===== src/rtl/twiddle_fetch.sv =====
// Twiddle sequencer: reads cos(k) and cos(k+3N/4) from the cosine LUT and returns the pair.
// Optional macro TWIDDLE_NEGATE_SIN_EN: out_sin carries the saturated negation of sin.
module twiddle_fetch #(
    parameter int AW      = 10,
    parameter int DW      = 18,
    parameter int LUT_LAT = 1
) (
    input  logic          Clk,
    input  logic          reset,
    input  logic          req_valid,
    output logic          req_ready,
    input  logic [AW-1:0] req_k,
    output logic [AW-1:0] lut_addr,
    input  logic [DW-1:0] lut_dout,
    output logic          out_valid,
    input  logic          out_ready,
    output logic [DW-1:0] out_cos,
    output logic [DW-1:0] out_sin,
    output logic [AW-1:0] out_k,
    output logic          busy
);

    typedef enum logic [2:0] {IDLE, ISSUE_C, ISSUE_S, DRAIN, OUT} state_t;

    localparam logic [AW-1:0] SIN_OFS = AW'((3 << AW) >> 2);

    state_t               state, state_nxt;
    logic [2:0]           cnt;
    logic [LUT_LAT-1:0]   tag_c, tag_s;
    logic [DW-1:0]        sin_val;

    always_ff @(posedge Clk) begin
        if (!reset) state <= IDLE;
        else        state <= state_nxt;
    end

    always_comb begin
        state_nxt = state;
        req_ready = 1'b0;
        busy      = 1'b1;
        out_valid = 1'b0;
        case (state)
            IDLE: begin
                req_ready = 1'b1;
                busy      = 1'b0;
                if (req_valid) state_nxt = ISSUE_C;
            end
            ISSUE_C: state_nxt = ISSUE_S;
            ISSUE_S: state_nxt = DRAIN;
            DRAIN:   if (cnt == 3'd0) state_nxt = OUT;
            OUT: begin
                out_valid = 1'b1;
                if (out_ready) state_nxt = IDLE;
            end
            default: state_nxt = IDLE;
        endcase
    end

`ifdef TWIDDLE_NEGATE_SIN_EN
    // -(-2^(DW-1)) is not representable; clamp to the positive full scale
    always_comb begin
        sin_val = ~lut_dout + DW'(1);
        if (lut_dout == {1'b1, {(DW-1){1'b0}}}) sin_val = {1'b0, {(DW-1){1'b1}}};
    end
`else
    always_comb sin_val = lut_dout;
`endif

    always_ff @(posedge Clk) begin
        if (!reset) begin
            lut_addr <= '0;
            out_k    <= '0;
            out_cos  <= '0;
            out_sin  <= '0;
            cnt      <= '0;
            tag_c    <= '0;
            tag_s    <= '0;
        end else begin
            if (state == IDLE && req_valid) begin
                out_k    <= req_k;
                lut_addr <= req_k;
            end
            if (state == ISSUE_C) lut_addr <= out_k + SIN_OFS;
            if (state == ISSUE_S) cnt <= 3'(LUT_LAT - 1);
            if (state == DRAIN)   cnt <= cnt - 3'd1;

            // Tags mark which edge carries the data for each issued address
            tag_c[0] <= (state == ISSUE_C);
            tag_s[0] <= (state == ISSUE_S);
            for (int unsigned i = 1; i < LUT_LAT; i++) begin
                tag_c[i] <= tag_c[i-1];
                tag_s[i] <= tag_s[i-1];
            end

            if (tag_c[LUT_LAT-1]) out_cos <= lut_dout;
            if (tag_s[LUT_LAT-1]) out_sin <= sin_val;
        end
    end

endmodule


===== config.mk =====
export PLATFORM = sky130hd
export DESIGN_NAME = twiddle_fetch
export DESIGN_NICKNAME = d
export VERILOG_FILES = /design/src/rtl/twiddle_fetch.sv
export SDC_FILE = /design/constraint.sdc
export NUM_CORES = 1
export LEC_CHECK = 0
export BUFFER_PORTS_ARGS = -buffer_cell sky130_fd_sc_hd__buf_2
export CAP_MARGIN = 20
export CORE_MARGIN = 2
export CORE_UTILIZATION = 40
export CTS_BUF_LIST = sky130_fd_sc_hd__clkbuf_8
export DETAILED_ROUTE_END_ITERATION = 12
export GPL_ROUTABILITY_DRIVEN = 0
export MAX_ROUTING_LAYER = met4
export PLACE_DENSITY = 0.71
export SYNTH_ARGS = -nofsm -noshare
export SYNTH_HDL_FRONTEND = slang
export SYNTH_SLANG_ARGS = --single-unit

===== constraint.sdc =====
create_clock -name Clk -period 1.4 [get_ports Clk]
set_input_delay 0.21 -clock Clk [delete_from_list [all_inputs] [get_ports Clk]]
set_output_delay 0.21 -clock Clk [all_outputs]
set_load 0.02 [all_outputs]

# Word-level counts from Yosys, hierarchy flattened
# Index checks and enable logic that the tools add are counted.
[totals] register_bits=64 input_bits=32 output_inout_bits=59 wordCells=34
[op_classes] add_sub_neg=2 eq_ne=7 mux=11 reduce_logical=6
[op_table] cell="$mux W10" count=2
[op_table] cell="$mux W3" count=5
[op_table] cell="$pmux W3 S5" count=1
[op_table] cell="$add A10 B10 Y10 const B" count=1
[op_table] cell="$eq A3 B2 Y1 const B" count=2
[op_table] cell="$logic_not A3 Y1" count=2
[op_table] cell="$ne A2 B2 Y1 const B" count=3
[op_table] cell="$reduce_bool A2 Y1" count=2
[op_table] cell="$eq A3 B1 Y1 const B" count=1
[op_table] cell="$eq A3 B3 Y1 const B" count=1
[op_table] cell="$mux W1" count=3
[op_table] cell="$reduce_and A3 Y1" count=1
[op_table] cell="$sub A3 B1 Y3 const B" count=1
[op_table] cell="$logic_and A1 B1 Y1" count=1

# Logic depth before layout (Yosys ltp)
# Gate-level depths: netlist (run 1).
[logic_depth] depth_word=4 mapped_depth=5 ltp_nobuf=5

# Worst setup path before layout (run 1)
# No wires, ideal clock.
[synth_timing] kind="reg-to-reg" from="register state[1]" to="register out_k[8]" setup_ns=0.116 t_arrival_ns=1.185 required_time_ns=1.284 setup_slack_ns=0.099 stages_incl_launch_ff=6 path_buffers=2 synth_period_minus_slack_ns=1.301 cell_sequence="dfxtp_1 > buf_2 > or4b_4 > buf_6 > nand2_1 > a21boi_1"
[synth_between] elab_chain_len=2
[synth_lines] item="start: declaration" line_no="27" rtl="state_t state, state_nxt;"
[synth_lines] item="start signal: assignment" line_no="34" rtl="else state <= state_nxt;"
[synth_lines] item="$logic_not A3 Y1" line_no="79" rtl="if (state == IDLE && req_valid) begin"
[synth_lines] item="$logic_and A1 B1 Y1" line_no="79"
[synth_lines] item="end signal: assignment" line_no="80" rtl="out_k <= req_k;"
[synth_lines] item="end: declaration" line_no="19" rtl="output logic [AW-1:0] out_k,"
# No other way between the ends.
# A chain may end at the register's enable or synchronous reset.

# Worst setup path after layout (run 1)
[layout_timing] from="register state[0]" to="output port req_ready"
[layout_between] elab_chain_len=2
[layout_lines] item="$logic_not A3 Y1" line_no="42" rtl="case (state)"
[layout_lines] item="$mux W1" line_no="42"
[layout_lines] item="end: declaration" line_no="11" rtl="output logic req_ready,"
# No other way between the ends.

==> results.ini, run 1 <==
[cts]
cts_tree = built
cts_buffers = 9
cts_buffer_depth = 2
cts.clk_slew.worst_paths_ns = 0.07
clock_latency_ns = 0.34
cts.htree.levels = 3
cts_hold_buf = 0
cts_sinks = 64
cts_root_buf = clkbuf_8

[routing]
ant_nets = 0
wl_um = 5288
wl_per_cell_um = 12.74
drc_errors = 0
vias = 1954
vias_per_cell = 4.708
first_iter_violations = 75
first_pass_iters = 4

[synth]
ys_seq_area_share_pct = 50.54
ys_types = 29
synthCells = 241
synth_seq_cells = 64
synth_nets = 275
yosys_warnings = 0
netlist_area_mm2 = 0.002535
avgSynthCellArea_um2 = 10.52

[placement]
dp_hpwl_um = 3793
io_buffers = 90
place_area_mm2 = 0.003069

[setup_path]
r2r_slack_ns = 0.04
cp.arrival_ns = 1.29
endpoint_kind = output port
required_ns = 1.19
crit_type = flop to output port
r2r_start = state[0]
crit_path_max_fanout = 3
crit_path_start = state[0]
start_kind = flop

[global_routing]
antenna_found_initial = 0
top_usage_layer = met2
grt_first_pass_wirelength_um = 8590
grt_pass1_vias = 1831
grt_use_met2_pct = 24.00
track_usage_pct = 15.78
grt_util_met3_pct = 5.045
grt_max_degree = 37
grt_overflow = 0
met1_usage_pct = 19.21

[timing]
drv_slew = 0
worstMarginPinSlew_ns = 0.2757
final_hold_viol_count = 0
finalCritPeriodShare_pct = 107.2
fin_crit_ns = 1.501
slew_headroom_pct = 81.62
fin_ws_ns = -0.1008
setup_violations = 3
hold_ws_ns = 0.1176
skew_ns = 0.01052
rsz0062_at_grt = yes
fmax_ghz = 0.6663

[outcome]
status = complete, but fails checks
violations = setup timing

[worst_hold_path]
min_from = req_k[5]
hp-class = input pin to flop

[die]
die_h_um = 83.61
initial_core_util_pct = 40.62
dieArea_mm2 = 0.006990
io_pins = 91
core_area_mm2 = 0.006241
fp-row-count = 29
dieWidth_um = 83.61

[final_layout]
stdcell_area_mm2 = 0.003284
diodes = 0
drive_gt1_share_pct = 36.98
multiInputGateArea_mm2 = 0.001149
fin_util_pct = 52.63
seqCellArea_mm2 = 0.001287
area_growth_pct = 29.57
fillers = 567
final_nets = 369

[power]
power.density_mw_per_mm2 = 1245
ir_drop_mv = 0.6275
leakage_uw = 0.001422

[job]
max-cap-violations = 0

what timing repair did:
item                                    CTS  global route
endpoints found under the setup margin    3            13
setup buffers                             2             0
pin swaps                                 0             7
resized for setup                        13             3
final timing paths:
kind / depth (start not counted) / end
max: 4 / req_ready
min: 2 / lut_addr[5]
min reg2reg: 2 / out_k[0]
max reg2reg: 4 / lut_addr[2]
critical path, stage by stage (launching register included):
cell and delay, ns:
dfxtp_2 0.32, buf_6 0.12, or3_4 0.34, inv_2 0.07, buf_6 0.11
final cells by class:
cell class                      count  share of cell area, %
Clock buffer                       10                  4.190
Multi-Input combinational cell    155                  34.97
Tap cell                           77                  2.933
Clock inverter                      4                 0.6857
Inverter                            4                 0.4571
Timing Repair Buffer              101                  17.56
Sequential cell                    64                  39.20
per-layer routing:
metal | vias to the layer above | part of all wire [%]
li1 | 1000 | -
met1 | 903 | 46
met2 | 41 | 49
met3 | 10 | 4.2
met4 | 0 | 1.5
met5 | - | 0
logic make-up (layout without fill, tap and decap cells):
group                      Yosys count  in the layout  synth area share (%)
AOI/OAI and AO/OA                   28             28                 9.033
xor gates and xnor gates             1              1                0.3456
adders and majority gates            2              2                0.9870
buffers and inverters               22            119                 4.738
DFF                                 64             64                 50.54
muxes                               36             36                 14.22
and+or+nand+nor                     88             88                 20.14
sequential cells by signal (all words and copies together) (netlist names):
name and count:
lut_addr 10, out_cos 18, out_k 10, state 3
tag_s 1, cnt 3, out_sin 18, tag_c 1
per-stage QoR:
step	TNS (ns)	power (uW)	std cells	worst slack, ns
2_1_floorplan	0	2528	241	0.09859
4_1_cts	-0.2691	4140	415	-0.1129
3_5_place_dp	0	2776	399	0.05183
6_report	-0.2121	4089	415	-0.1008
3_3_place_gp	0	2762	399	0.09510
5_1_grt	-0.3784	4284	415	-0.1415
where the power goes:
part           switching (uW)  internal [uW]  leakage (uW)  total (uW)
combinational             420            344      0.000816         763
clock                     654            660     0.0000838        1310
sequential               70.4           1940      0.000522        2010
total                    1140           2950       0.00142        4090
cells in the final DEF, fill, tap and decap left out:
cell        Yosys  routed
buf_2           9      87
dfxtp_1        64      61
nor2b_1        40      40
mux2i_1        36      36
nand2_1        22      22
and2_1         11      10
a21boi_1       10      10
a221o_1        10      10
clkbuf_8        0      10
buf_4           1       9
inv_1           4       3
a21boi_0        3       3
nand3_1         3       3
clkinv_2        0       3
buf_6           3       3
nand2b_1        2       2
o21ai_0         2       2
ha_1            2       2
buf_12          0       2
dfxtp_2         0       2
or3_4           0       1
inv_2           0       1
nor2_4          0       1
nor4b_2         1       1
or4b_4          1       1
or3_1           2       1
a21oi_1         1       1
a211oi_1        1       1
nor3b_1         1       1
nor2_1          2       1
o31a_2          0       1
and2_2          0       1
nor4bb_1        1       1
and3_1          1       1
nand4b_1        1       1
xnor2_1         1       1
clkinvlp_4      0       1
dfxtp_4         0       1
Yosys cell counts:
master | count | share of area [%]
a211oi_1 | 1 | 0.30
a21boi_0 | 3 | 0.89
a21boi_1 | 10 | 3.0
a21oi_1 | 1 | 0.20
a221o_1 | 10 | 3.9
and2_1 | 11 | 2.7
and3_1 | 1 | 0.25
buf_2 | 9 | 1.8
buf_4 | 1 | 0.30
buf_6 | 3 | 1.3
clkbuf_1 | 5 | 0.74
dfxtp_1 | 64 | 51
ha_1 | 2 | 0.99
inv_1 | 4 | 0.59
mux2i_1 | 36 | 14
nand2_1 | 22 | 3.3
nand2b_1 | 2 | 0.49
nand3_1 | 3 | 0.59
nand4b_1 | 1 | 0.35
nor2_1 | 2 | 0.30
nor2b_1 | 40 | 9.9
nor3b_1 | 1 | 0.30
nor4b_2 | 1 | 0.59
nor4bb_1 | 1 | 0.39
o21ai_0 | 2 | 0.39
o31a_1 | 1 | 0.35
or3_1 | 2 | 0.49
or4b_4 | 1 | 0.54
xnor2_1 | 1 | 0.35
(Power assumes the default switching activity.)
==> run 2, diff against run 1 <==
--- a/config.mk
+++ b/config.mk
@@ -7,2 +7,3 @@
 export LEC_CHECK = 0
+export ABC_AREA = 0
 export BUFFER_PORTS_ARGS = -buffer_cell sky130_fd_sc_hd__buf_2
--- a/constraint.sdc
+++ b/constraint.sdc
@@ -3,2 +3,2 @@
 set_output_delay 0.21 -clock Clk [all_outputs]
-set_load 0.02 [all_outputs]
+set_load 0.05 [all_outputs]
==> run 2 against run 1 <==
Against the previous run: clock-buffer cell count is 1 higher; the run still ends with setup timing left; clock skew is 0.0049 ns lower; cell count is 1.2% higher; critical path type unchanged; sequential share of layout area is 0.94 points lower; power is 9.5% higher; setup slack worse by 0.0060 ns; die area stayed put; critical path depth is 1 lower; largest power group unchanged; sequential power hardly changed; largest cell class unchanged; register-to-register slack hardly changed; worst hold slack hardly changed; global-route usage is 0.98 points higher.
==> results.ini, run 2 (synthesized netlist as in run 1, its figures left out) <==
[timing]
slew_headroom_pct = 78.56  ; was 81.62%
drv_slew = 0  ; unchanged
final_hold_viol_count = 0  ; unchanged
skew_ns = 0.005583  ; was 0.01052 ns
fin_ws_ns = -0.1068  ; was -0.1008 ns
fin_crit_ns = 1.507  ; was 1.501 ns
rsz0062_at_grt = yes  ; unchanged
finalCritPeriodShare_pct = 107.6  ; was 107.2%
fmax_ghz = 0.6636  ; was 0.6663 GHz
worstMarginPinSlew_ns = 0.3215  ; was 0.2757 ns
setup_violations = 2  ; was 3
hold_ws_ns = 0.1181  ; was 0.1176 ns

[power]
leakage_uw = 0.001468  ; was 0.001422 uW
power.density_mw_per_mm2 = 1326  ; was 1245 mW/mm2
ir_drop_mv = 0.6445  ; was 0.6275 mV

[final_layout]
final_nets = 373  ; was 369
area_growth_pct = 33.27  ; was 29.57%
layout_commonest_cell = buf_2  ; unchanged
fillers = 578  ; was 567
mostFrequentLayoutCells = buf_2 (87), dfxtp_1 (61), nor2b_1 (40)  ; unchanged
drive_gt1_share_pct = 38.48  ; was 36.98%
reg_top3 = out_cos (18), out_sin (18)  ; unchanged
fin_util_pct = 54.13  ; was 52.63%
diodes = 0  ; unchanged

[global_routing]
grt_overflow = 0  ; unchanged
antenna_found_initial = 0  ; unchanged
grt_pass1_vias = 1984  ; was 1831
track_usage_pct = 16.76  ; was 15.78%
grt_max_degree = 43  ; was 37
grt_first_pass_wirelength_um = 9114  ; was 8590 um

[job]
max-cap-violations = 0  ; unchanged

[worst_hold_path]
whs_path_depth = 2  ; unchanged
hold_end = lut_addr[6]  ; was lut_addr[5]
min_from = req_k[6]  ; was req_k[5]
hp-class = input pin to flop  ; unchanged

[routing]
drc_errors = 0  ; unchanged
first_iter_violations = 80  ; was 75
vias = 2024  ; was 1954
ant_nets = 0  ; unchanged
wl_um = 5642  ; was 5288 um
wl_per_cell_um = 13.43  ; was 12.74 um
vias_per_cell = 4.819  ; was 4.708
first_pass_iters = 4  ; unchanged

[outcome]
violations = setup timing  ; unchanged
status = complete, but fails checks  ; unchanged

[setup_path]
required_ns = 1.19  ; about the same
rr_endpoint = lut_addr[5]  ; was lut_addr[2]
endpoint_kind = output port  ; unchanged
crit_type = flop to output port  ; unchanged
r2r_start = state[1]  ; was state[0]
start_kind = flop  ; unchanged
cp.arrival_ns = 1.30  ; was 1.29 ns
crit_path_start = state[2]  ; was state[0]
crit_path_max_fanout = 2  ; was 3
ff2ff_path_depth = 3  ; was 4
r2r_slack_ns = 0.04  ; about the same

[die]
io_pins = 91  ; unchanged
dieArea_mm2 = 0.006990  ; unchanged
core_area_mm2 = 0.006241  ; unchanged
fp-row-count = 29  ; unchanged
dieWidth_um = 83.61  ; unchanged
initial_core_util_pct = 40.62  ; unchanged
die_h_um = 83.61  ; unchanged

[cts]
cts_tree = built  ; unchanged
clock_latency_ns = 0.33  ; was 0.34 ns
cts.htree.levels = 3  ; unchanged
cts.clk_slew.worst_paths_ns = 0.06  ; was 0.07 ns
cts_hold_buf = 0  ; unchanged
cts_root_buf = clkbuf_8  ; unchanged
cts_buffer_depth = 2  ; unchanged
cts_sinks = 64  ; unchanged
cts_buffers = 9  ; unchanged

[placement]
io_buffers = 90  ; unchanged
dp_hpwl_um = 3827  ; was 3793 um

-- run 2: worst max path at each step --
stage	endpoint	slack, ns	depth (start not counted)
3_3_place_gp	lut_addr[7]	0.07	3
4_1_cts	req_ready	-0.12	3
3_5_place_dp	lut_addr[3]	0.02	3
2_1_floorplan	req_ready	0.05	3
6_report	req_ready	-0.11	3
5_1_grt	req_ready	-0.14	3
-- run 2: power by group --
| group | internal (uW) | leakage [uW] | switching [uW] | total, uW |
|---|---|---|---|---|
| combinational | 382 | 0.000850 | 702 | 1080 |
| clock | 716 | 0.0000947 | 667 | 1380 |
| sequential | 1940 | 0.000523 | 71.4 | 2010 |
| total | 3040 | 0.00147 | 1440 | 4480 |
-- run 2: critical path, cell delays in order, from the launching register on --
cell        delay [ns]
dfxtp_4           0.34
or3_4             0.40
clkinvlp_4        0.09
buf_8             0.13
-- run 2: timing repair --
item	in CTS	in global routing
setup buffers	6	0
cloned	0	1
endpoints found under the setup margin	3	24
pin swaps	10	4
resized for setup	18	9
-- run 2: area by class of cell --
cell class	count	area (um2)	share of cell area [%]
clock buffer	11	151.4	4.481
clock inverter	4	20.02	0.5926
inverter	4	18.77	0.5556
multi-input combinational	156	1185	35.07
sequential	64	1292	38.26
tap	77	96.34	2.852
timing repair buffer	104	614.3	18.19
-- run 2: stage by stage --
step	cells	cell area, um2	power (uW)	setup TNS, ns	setup WS, ns
6_report	420	3378	4479	-0.1963	-0.1068
5_1_grt	420	3378	4668	-0.2980	-0.1436
4_1_cts	419	3336	4491	-0.2744	-0.1215
3_5_place_dp	398	3070	3043	0	0.01588
3_3_place_gp	398	3070	3026	0	0.06794
2_1_floorplan	241	2544	2796	0	0.05499
-- run 2: metal layers --
layer	vias up	routed length, um	global-route usage, %
met1	955	2523	19.85
li1	1014	-	-
met4	0	138	9.824
met5	-	0	-
met2	44	2784	26.69
met3	11	196	2.967
